File: src/rtl/alu_issue_ctrl_if.sv
// alu_issue_ctrl_if
//   Bundles the decode-side handshake, the ALU operand/control/result bus and
//   the writeback-side handshake of alu_issue_ctrl.
//   Modports:
//     slave  - issue controller view (alu_issue_ctrl)
//     master - environment view (decode, ALU and writeback; used by the bench)
//   Optional macro ALU_ZERO_FLAG_EN adds res_zero.
interface alu_issue_ctrl_if #(
  parameter int N = 64
);
  logic         in_valid;
  logic         in_ready;
  logic [1:0]   alu_op;
  logic [2:0]   funct3;
  logic         funct7_5;
  logic [N-1:0] rs1_data;
  logic [N-1:0] rs2_data;
  logic [N-1:0] input_data_1;
  logic [N-1:0] input_data_2;
  logic [3:0]   control;
  logic [N-1:0] output_data;
  logic         res_valid;
  logic         res_ready;
  logic [N-1:0] res_data;
  logic         res_illegal;
`ifdef ALU_ZERO_FLAG_EN
  logic         res_zero;
`endif

  modport slave (
`ifdef ALU_ZERO_FLAG_EN
    output res_zero,
`endif
    input  in_valid, alu_op, funct3, funct7_5, rs1_data, rs2_data,
    input  output_data, res_ready,
    output in_ready, input_data_1, input_data_2, control,
    output res_valid, res_data, res_illegal
  );

  modport master (
`ifdef ALU_ZERO_FLAG_EN
    input  res_zero,
`endif
    output in_valid, alu_op, funct3, funct7_5, rs1_data, rs2_data,
    output output_data, res_ready,
    input  in_ready, input_data_1, input_data_2, control,
    input  res_valid, res_data, res_illegal
  );
endinterface

File: src/rtl/alu_issue_ctrl.sv
// alu_issue_ctrl
//   Issues decoded ops to a combinational ALU: decodes the 4-bit ALU control
//   code, holds operands for one execute cycle, captures the ALU result and
//   presents it to writeback with a valid/ready handshake.
//   Ports:
//     clk    - rising-edge clock
//     rst_n  - asynchronous active-low reset
//     bus    - alu_issue_ctrl_if.slave (decode handshake, ALU bus, result handshake)
//   Optional macro ALU_ZERO_FLAG_EN: adds bus.res_zero = (res_data == 0),
//   registered together with res_data.
//
//   state | meaning
//   IDLE  | no op in flight, ready for decode
//   EXEC  | operands/control driving the ALU, result captured at next edge
//   DONE  | result presented to writeback until taken
module alu_issue_ctrl #(
  parameter int n = 64
) (
  input  logic             clk,
  input  logic             rst_n,
  alu_issue_ctrl_if.slave  bus
);

  typedef enum logic [1:0] {
    S_IDLE = 2'd0,
    S_EXEC = 2'd1,
    S_DONE = 2'd2
  } state_t;

  localparam logic [3:0] C_AND = 4'b0000;
  localparam logic [3:0] C_OR  = 4'b0001;
  localparam logic [3:0] C_ADD = 4'b0010;
  localparam logic [3:0] C_SUB = 4'b0110;
  localparam logic [3:0] C_BAD = 4'b1111;

  state_t       r_state;
  state_t       w_next;
  logic         w_in_ready;
  logic         w_accept;
  logic [3:0]   w_ctrl;
  logic         w_illegal;

  logic [n-1:0] r_op1;
  logic [n-1:0] r_op2;
  logic [3:0]   r_ctrl;
  logic         r_illegal;
  logic         r_res_valid;
  logic [n-1:0] r_res_data;
  logic         r_res_illegal;
  logic [n-1:0] w_res_next;

  // decode
  always_comb begin
    w_ctrl    = C_BAD;
    w_illegal = 1'b1;
    unique case (bus.alu_op)
      2'b00: begin w_ctrl = C_ADD; w_illegal = 1'b0; end
      2'b01: begin w_ctrl = C_SUB; w_illegal = 1'b0; end
      2'b10: begin
        unique case (bus.funct3)
          3'b000: begin w_ctrl = bus.funct7_5 ? C_SUB : C_ADD; w_illegal = 1'b0; end
          3'b111: begin w_ctrl = C_AND; w_illegal = 1'b0; end
          3'b110: begin w_ctrl = C_OR;  w_illegal = 1'b0; end
          default: begin w_ctrl = C_BAD; w_illegal = 1'b1; end
        endcase
      end
      default: begin w_ctrl = C_BAD; w_illegal = 1'b1; end
    endcase
  end

  // state register
  always_ff @(posedge clk or negedge rst_n) begin
    if (!rst_n) r_state <= S_IDLE;
    else        r_state <= w_next;
  end

  // next state
  always_comb begin
    w_next = r_state;
    unique case (r_state)
      S_IDLE: if (w_accept) w_next = S_EXEC;
      S_EXEC: w_next = S_DONE;
      S_DONE: if (bus.res_ready) w_next = bus.in_valid ? S_EXEC : S_IDLE;
      default: w_next = S_IDLE;
    endcase
  end

  // outputs; in DONE the slot frees in the same cycle writeback takes the result
  always_comb begin
    w_in_ready = 1'b0;
    unique case (r_state)
      S_IDLE:  w_in_ready = 1'b1;
      S_DONE:  w_in_ready = bus.res_ready;
      default: w_in_ready = 1'b0;
    endcase
  end

  assign w_accept   = bus.in_valid & w_in_ready;
  // illegal ops never expose whatever the ALU makes of control 1111
  assign w_res_next = r_illegal ? '0 : bus.output_data;

  always_ff @(posedge clk or negedge rst_n) begin
    if (!rst_n) begin
      r_op1         <= '0;
      r_op2         <= '0;
      r_ctrl        <= C_AND;
      r_illegal     <= 1'b0;
      r_res_valid   <= 1'b0;
      r_res_data    <= '0;
      r_res_illegal <= 1'b0;
    end else begin
      if (w_accept) begin
        r_op1     <= bus.rs1_data;
        r_op2     <= bus.rs2_data;
        r_ctrl    <= w_ctrl;
        r_illegal <= w_illegal;
      end
      if (r_state == S_EXEC) begin
        r_res_valid   <= 1'b1;
        r_res_data    <= w_res_next;
        r_res_illegal <= r_illegal;
      end else if (r_state == S_DONE && bus.res_ready) begin
        r_res_valid <= 1'b0;
      end
    end
  end

`ifdef ALU_ZERO_FLAG_EN
  logic r_res_zero;
  always_ff @(posedge clk or negedge rst_n) begin
    if (!rst_n)                 r_res_zero <= 1'b0;
    else if (r_state == S_EXEC) r_res_zero <= (w_res_next == '0);
  end
  assign bus.res_zero = r_res_zero;
`endif

  assign bus.in_ready     = w_in_ready;
  assign bus.input_data_1 = r_op1;
  assign bus.input_data_2 = r_op2;
  assign bus.control      = r_ctrl;
  assign bus.res_valid    = r_res_valid;
  assign bus.res_data     = r_res_data;
  assign bus.res_illegal  = r_res_illegal;

endmodule

File: src/flat_wrapper.sv
// flat-port wrapper written by rule: the top's interface ports become plain ports
module alu_issue_ctrl_flat 
#(
  parameter int n = 64
)
  (clk, rst_n, bus_in_valid, bus_alu_op, bus_funct3, bus_funct7_5, bus_rs1_data, bus_rs2_data, bus_output_data, bus_res_ready, bus_in_ready, bus_input_data_1, bus_input_data_2, bus_control, bus_res_valid, bus_res_data, bus_res_illegal);
  alu_issue_ctrl_if #(.N(64)) bus_i ();
  input  logic clk;
  input  logic rst_n;
  input wire logic [$bits(bus_i.in_valid)-1:0] bus_in_valid;
  input wire logic [$bits(bus_i.alu_op)-1:0] bus_alu_op;
  input wire logic [$bits(bus_i.funct3)-1:0] bus_funct3;
  input wire logic [$bits(bus_i.funct7_5)-1:0] bus_funct7_5;
  input wire logic [$bits(bus_i.rs1_data)-1:0] bus_rs1_data;
  input wire logic [$bits(bus_i.rs2_data)-1:0] bus_rs2_data;
  input wire logic [$bits(bus_i.output_data)-1:0] bus_output_data;
  input wire logic [$bits(bus_i.res_ready)-1:0] bus_res_ready;
  output wire logic [$bits(bus_i.in_ready)-1:0] bus_in_ready;
  output wire logic [$bits(bus_i.input_data_1)-1:0] bus_input_data_1;
  output wire logic [$bits(bus_i.input_data_2)-1:0] bus_input_data_2;
  output wire logic [$bits(bus_i.control)-1:0] bus_control;
  output wire logic [$bits(bus_i.res_valid)-1:0] bus_res_valid;
  output wire logic [$bits(bus_i.res_data)-1:0] bus_res_data;
  output wire logic [$bits(bus_i.res_illegal)-1:0] bus_res_illegal;
  assign bus_i.in_valid = bus_in_valid;
  assign bus_i.alu_op = bus_alu_op;
  assign bus_i.funct3 = bus_funct3;
  assign bus_i.funct7_5 = bus_funct7_5;
  assign bus_i.rs1_data = bus_rs1_data;
  assign bus_i.rs2_data = bus_rs2_data;
  assign bus_i.output_data = bus_output_data;
  assign bus_i.res_ready = bus_res_ready;
  assign bus_in_ready = bus_i.in_ready;
  assign bus_input_data_1 = bus_i.input_data_1;
  assign bus_input_data_2 = bus_i.input_data_2;
  assign bus_control = bus_i.control;
  assign bus_res_valid = bus_i.res_valid;
  assign bus_res_data = bus_i.res_data;
  assign bus_res_illegal = bus_i.res_illegal;
  alu_issue_ctrl #(.n(n)) u_core (.clk(clk), .rst_n(rst_n), .bus(bus_i));
endmodule
File: config.mk
export PLATFORM = sky130hd
export DESIGN_NAME = alu_issue_ctrl_flat
export DESIGN_NICKNAME = d
export VERILOG_FILES = /design/src/rtl/alu_issue_ctrl_if.sv /design/src/rtl/alu_issue_ctrl.sv /design/src/flat_wrapper.sv
export SDC_FILE = /design/constraint.sdc
export NUM_CORES = 1
export LEC_CHECK = 0
export CORE_AREA = 2 2 157 159
export CTS_CLUSTER_SIZE = 28
export DETAILED_ROUTE_END_ITERATION = 7
export DIE_AREA = 0 0 159 161
export PLACE_DENSITY_LB_ADDON = 0.05
export SETUP_SLACK_MARGIN = 0.5
export SYNTH_ARGS = -nofsm -noshare
export SYNTH_HDL_FRONTEND = slang
export SYNTH_SLANG_ARGS = --single-unit
File: constraint.sdc
create_clock -name clk -period 1.85 [get_ports clk]
set_clock_uncertainty 0.05 [all_clocks]
set_input_delay 0.2775 -clock clk [delete_from_list [all_inputs] [get_ports clk]]
set_output_delay 0.2775 -clock clk [all_outputs]
set_load 0.02 [all_outputs]
==> results.sh, run 1 <==
export IMPL_coreArea_sq_um=24000
export IMPL_postPlaceCellArea_sq_um=12400
export IMPL_crit_path_end_kind="primary output"
export IMPL_r2r_slack_ns=0.23
export IMPL_start_util_pct=32.8
export IMPL_drv_cap=0
export IMPL_via_count=6633
export IMPL_grt_max_degree=50
export IMPL_grt_pass1_wl_microns=37300
export IMPL_worstPathBufferInverterCount=2
export IMPL_die_w_microns=159
export IMPL_clkSinkCount=201
export IMPL_grt_use_total_pct=18.6
export IMPL_switchingPower_mw=6.78
export IMPL_fin_area_sq_um=15400
export IMPL_hold_class="primary input to async pin"
export IMPL_arrival_ns=1.35
export IMPL_netlist_area_sq_um=7850
export IMPL_first_pass_iters=4
export IMPL_start_kind="register"
export IMPL_seq_power_share_pct=32.1
export IMPL_period_share_pct=90.9
export IMPL_cts_tree="yes"
export IMPL_yosysUniqueCellTypes=21
export IMPL_area_growth_pct=96.3
export IMPL_clock_root_buffer="clkbuf_16"
export IMPL_worst_pin_slew_ns=0.483
export IMPL_ant_nets=0
export IMPL_syn_num_nets=787
export IMPL_drc=0
export IMPL_rows=57
export IMPL_worstPathCellList="nand2b_1 -> buf_6 -> and2_4 -> buf_6"
export IMPL_die_area_sq_um=25600
export IMPL_yosysWarnings=0
export IMPL_cellLeakagePower_nw=7.25
export IMPL_status="finished, final reports clean"
export IMPL_wirelength_microns=27700
export IMPL_htreeDepth=1
export IMPL_grt_use_met2_pct=33.1
export IMPL_dp_hpwl_microns=17200
export IMPL_place_ws_ns=-0.197
export IMPL_vias_per_cell=4.45
export IMPL_final_cell_mix="buf_6, clkdlybuf4s50_1, dfrtp_1"
export IMPL_crit_required_ns=1.52
export IMPL_clock_power_share_pct=22.6
export IMPL_place_inst=1292
export IMPL_drtIter0Drc=170
export IMPL_crit_top_cell="buf_6"
export IMPL_cp_max_fo=2
export IMPL_busiest_layer="met2"
export IMPL_internal_power_mw=13.9
export IMPL_synth_simple_area_share_pct=6.90
export IMPL_p_per_area_nw_per_um2=1340
export IMPL_synth_adder_area_share_pct=0
export IMPL_hold_viol=0
export IMPL_critPathMaxStageDelay_ns=0.38
export IMPL_gr_total_overflow=0
export IMPL_use_met1_pct=21.1
export IMPL_max_clock_freq_mhz=595
export IMPL_layout_commonest_cell="buf_6"
export IMPL_antenna_found_initial=0
export IMPL_setup_slack_ns=0.169
export IMPL_synth_top_family_by_area="multiplexers"
export IMPL_rsz0062_at_grt="yes"
export IMPL_yosys_register_bits=201
export IMPL_syn_area_per_cell_sq_um=13.4
export IMPL_gp_congestion=0.765
export IMPL_ios=401
export IMPL_irDropWorstVdd_v=0.000789
export IMPL_sw_frac_of_total_pct=32.7
export IMPL_r2r_end="u_core.bus.input_data_1[16]$_DFFE_PN0P_"
export IMPL_ys_seq_area_share_pct=64.0
export IMPL_drive_gt1_share_pct=48.0
export IMPL_slowest_stage="dfrtp_1"
export IMPL_r2r_cells=6
export IMPL_clock_path_buffers=3
export IMPL_antennaDiodeCount=0
export IMPL_wl_per_cell_microns=18.6
export IMPL_clk_pin_slew_ns=0.06
export IMPL_cts_made_buffers=24
export IMPL_p_total_mw=20.7
export IMPL_fin_setup_tns_ns=0
export IMPL_syn_inst=585
export IMPL_layout_cells_non_filler=1489
export IMPL_yosys_area_share_xor_xnor_pct=0
export IMPL_numPortBuffers=400
export IMPL_grt_pass1_vias=6386
export IMPL_grtUsageMet3_pct=6.09
export IMPL_drv_slew=0
export IMPL_power_frac_comb_pct=45.3
export IMPL_synth_compound_area_share_pct=4.89
export IMPL_muxShareOfSynthArea_pct=21.4
export IMPL_period_minus_slack_ns=1.68
export IMPL_r2r_start="u_core.r_state[1]$_DFFE_PN0P_"
export IMPL_setup_viol=0
export IMPL_cpLargestDelayFamily="flip-flops"
export IMPL_critPathKind="register to primary output"
export IMPL_die_y_microns=161
export IMPL_nets=1351
export IMPL_slew_limit_headroom_pct=67.8
export IMPL_clk_latency_ns=0.52
==> cell usage after synthesis, drive strengths merged <==
library cell / count / area share, %
a21boi: 1 / 0.096
nand2: 130 / 6.2
o21ai: 66 / 4.2
and2: 1 / 0.080
nand2b: 2 / 0.16
or3: 1 / 0.080
a21oi: 4 / 0.25
mux2i: 2 / 0.25
clkbuf: 21 / 1.0
buf: 15 / 1.6
and3: 1 / 0.080
a31oi: 3 / 0.24
mux2: 129 / 21
inv: 4 / 0.19
a22oi: 1 / 0.096
or4: 1 / 0.096
or2: 1 / 0.080
nand4b: 1 / 0.11
dfrtp: 201 / 64
==> worst max path at each step <==
stage | start | endpoint | slack, ns | cells after the start
CTS | u_core.r_state[1]$_DFFE_PN0P_ | bus_in_ready | 0.17 | 4
global placement | bus_res_ready | u_core.bus.input_data_2[37]$_DFFE_PN0P_ | -0.20 | 5
detailed placement | bus_res_ready | u_core.bus.input_data_2[35]$_DFFE_PN0P_ | -0.20 | 5
global route | u_core.r_state[1]$_DFFE_PN0P_ | bus_in_ready | 0.12 | 4
floorplan | u_core.r_state[1]$_DFFE_PN0P_ | u_core.bus.input_data_2[30]$_DFFE_PN0P_ | 0.32 | 6
finish | u_core.r_state[1]$_DFFE_PN0P_ | bus_in_ready | 0.17 | 4
==> power by group through the flow <==
stage	combinational, mW	clock, mW	sequential, mW
after global routing	9.89	4.99	6.80
after floorplan	1.81	0	8.02
after CTS	7.68	4.79	6.55
final	9.39	4.67	6.65
after global placement	7.17	0	6.42
after detailed placement	7.21	0	6.43
==> layout make-up <==
type,count,area [sq um]
multi-input cells,348,2910
inverters,4,16.3
fillers,1932,8550
clock inverters,8,108
flip-flops and latches,201,5030
well taps,324,405
repair buffers,570,6270
clock buffers,34,668
==> sequential cells by signal (all words and copies together), names as in the netlist <==
name                     cells
u_core.bus.res_illegal       1
u_core.bus.res_data         64
u_core.bus.input_data_2     64
u_core.bus.control           4
u_core.bus.res_valid         1
u_core.bus.input_data_1     64
u_core.r_illegal             1
u_core.r_state               2
==> per-stage QoR <==
stage / hold WS [ns] / utilization (%)
2_1_floorplan: -0.0681 / -
3_3_place_gp: 0.224 / 51.6
3_5_place_dp: 0.226 / 51.6
4_1_cts: 0.237 / 57.5
5_1_grt: 0.246 / 64.3
6_report: 0.234 / 64.3
==> layer usage <==
layer	vias up	wire length, microns
met2	255	14200
met5	-	0
met1	3225	10700
met3	44	2100
li1	3109	-
met4	0	692
==> worst register-to-register path, cell delays in order, from the launching register on <==
cell and delay (ns):
dfrtp_1 0.38, nand2b_1 0.12, and3_4 0.23, buf_12 0.13, buf_12 0.14, buf_16 0.14, mux2_2 0.34
==> what timing repair did <==
| action | 4_1_cts | 5_1_grt |
|---|---|---|
| hold buffers | 1 | 0 |
| endpoints found under the hold margin | 42 | 0 |
| setup buffers | 42 | 79 |
| endpoints found under the setup margin | 330 | 388 |
| resized for setup | 998 | 336 |
| cloned | 3 | 30 |
| pin swaps | 2 | 0 |
==> cells by family after synthesis <==
group,count (synthesis)
AND/OR/NAND/NOR,138
multiplexers,131
flip-flops,201
buffers and inverters,40
AO/OA/AOI/OAI,75
Note: power is estimated with default switching activity, not from simulation.
==> inputs of run 2 (changes only) <==
- HOLD_SLACK_MARGIN: default -> 0.03
==> results of run 2 <==
The final DEF is identical to that of run 1; final timing and power are the same.
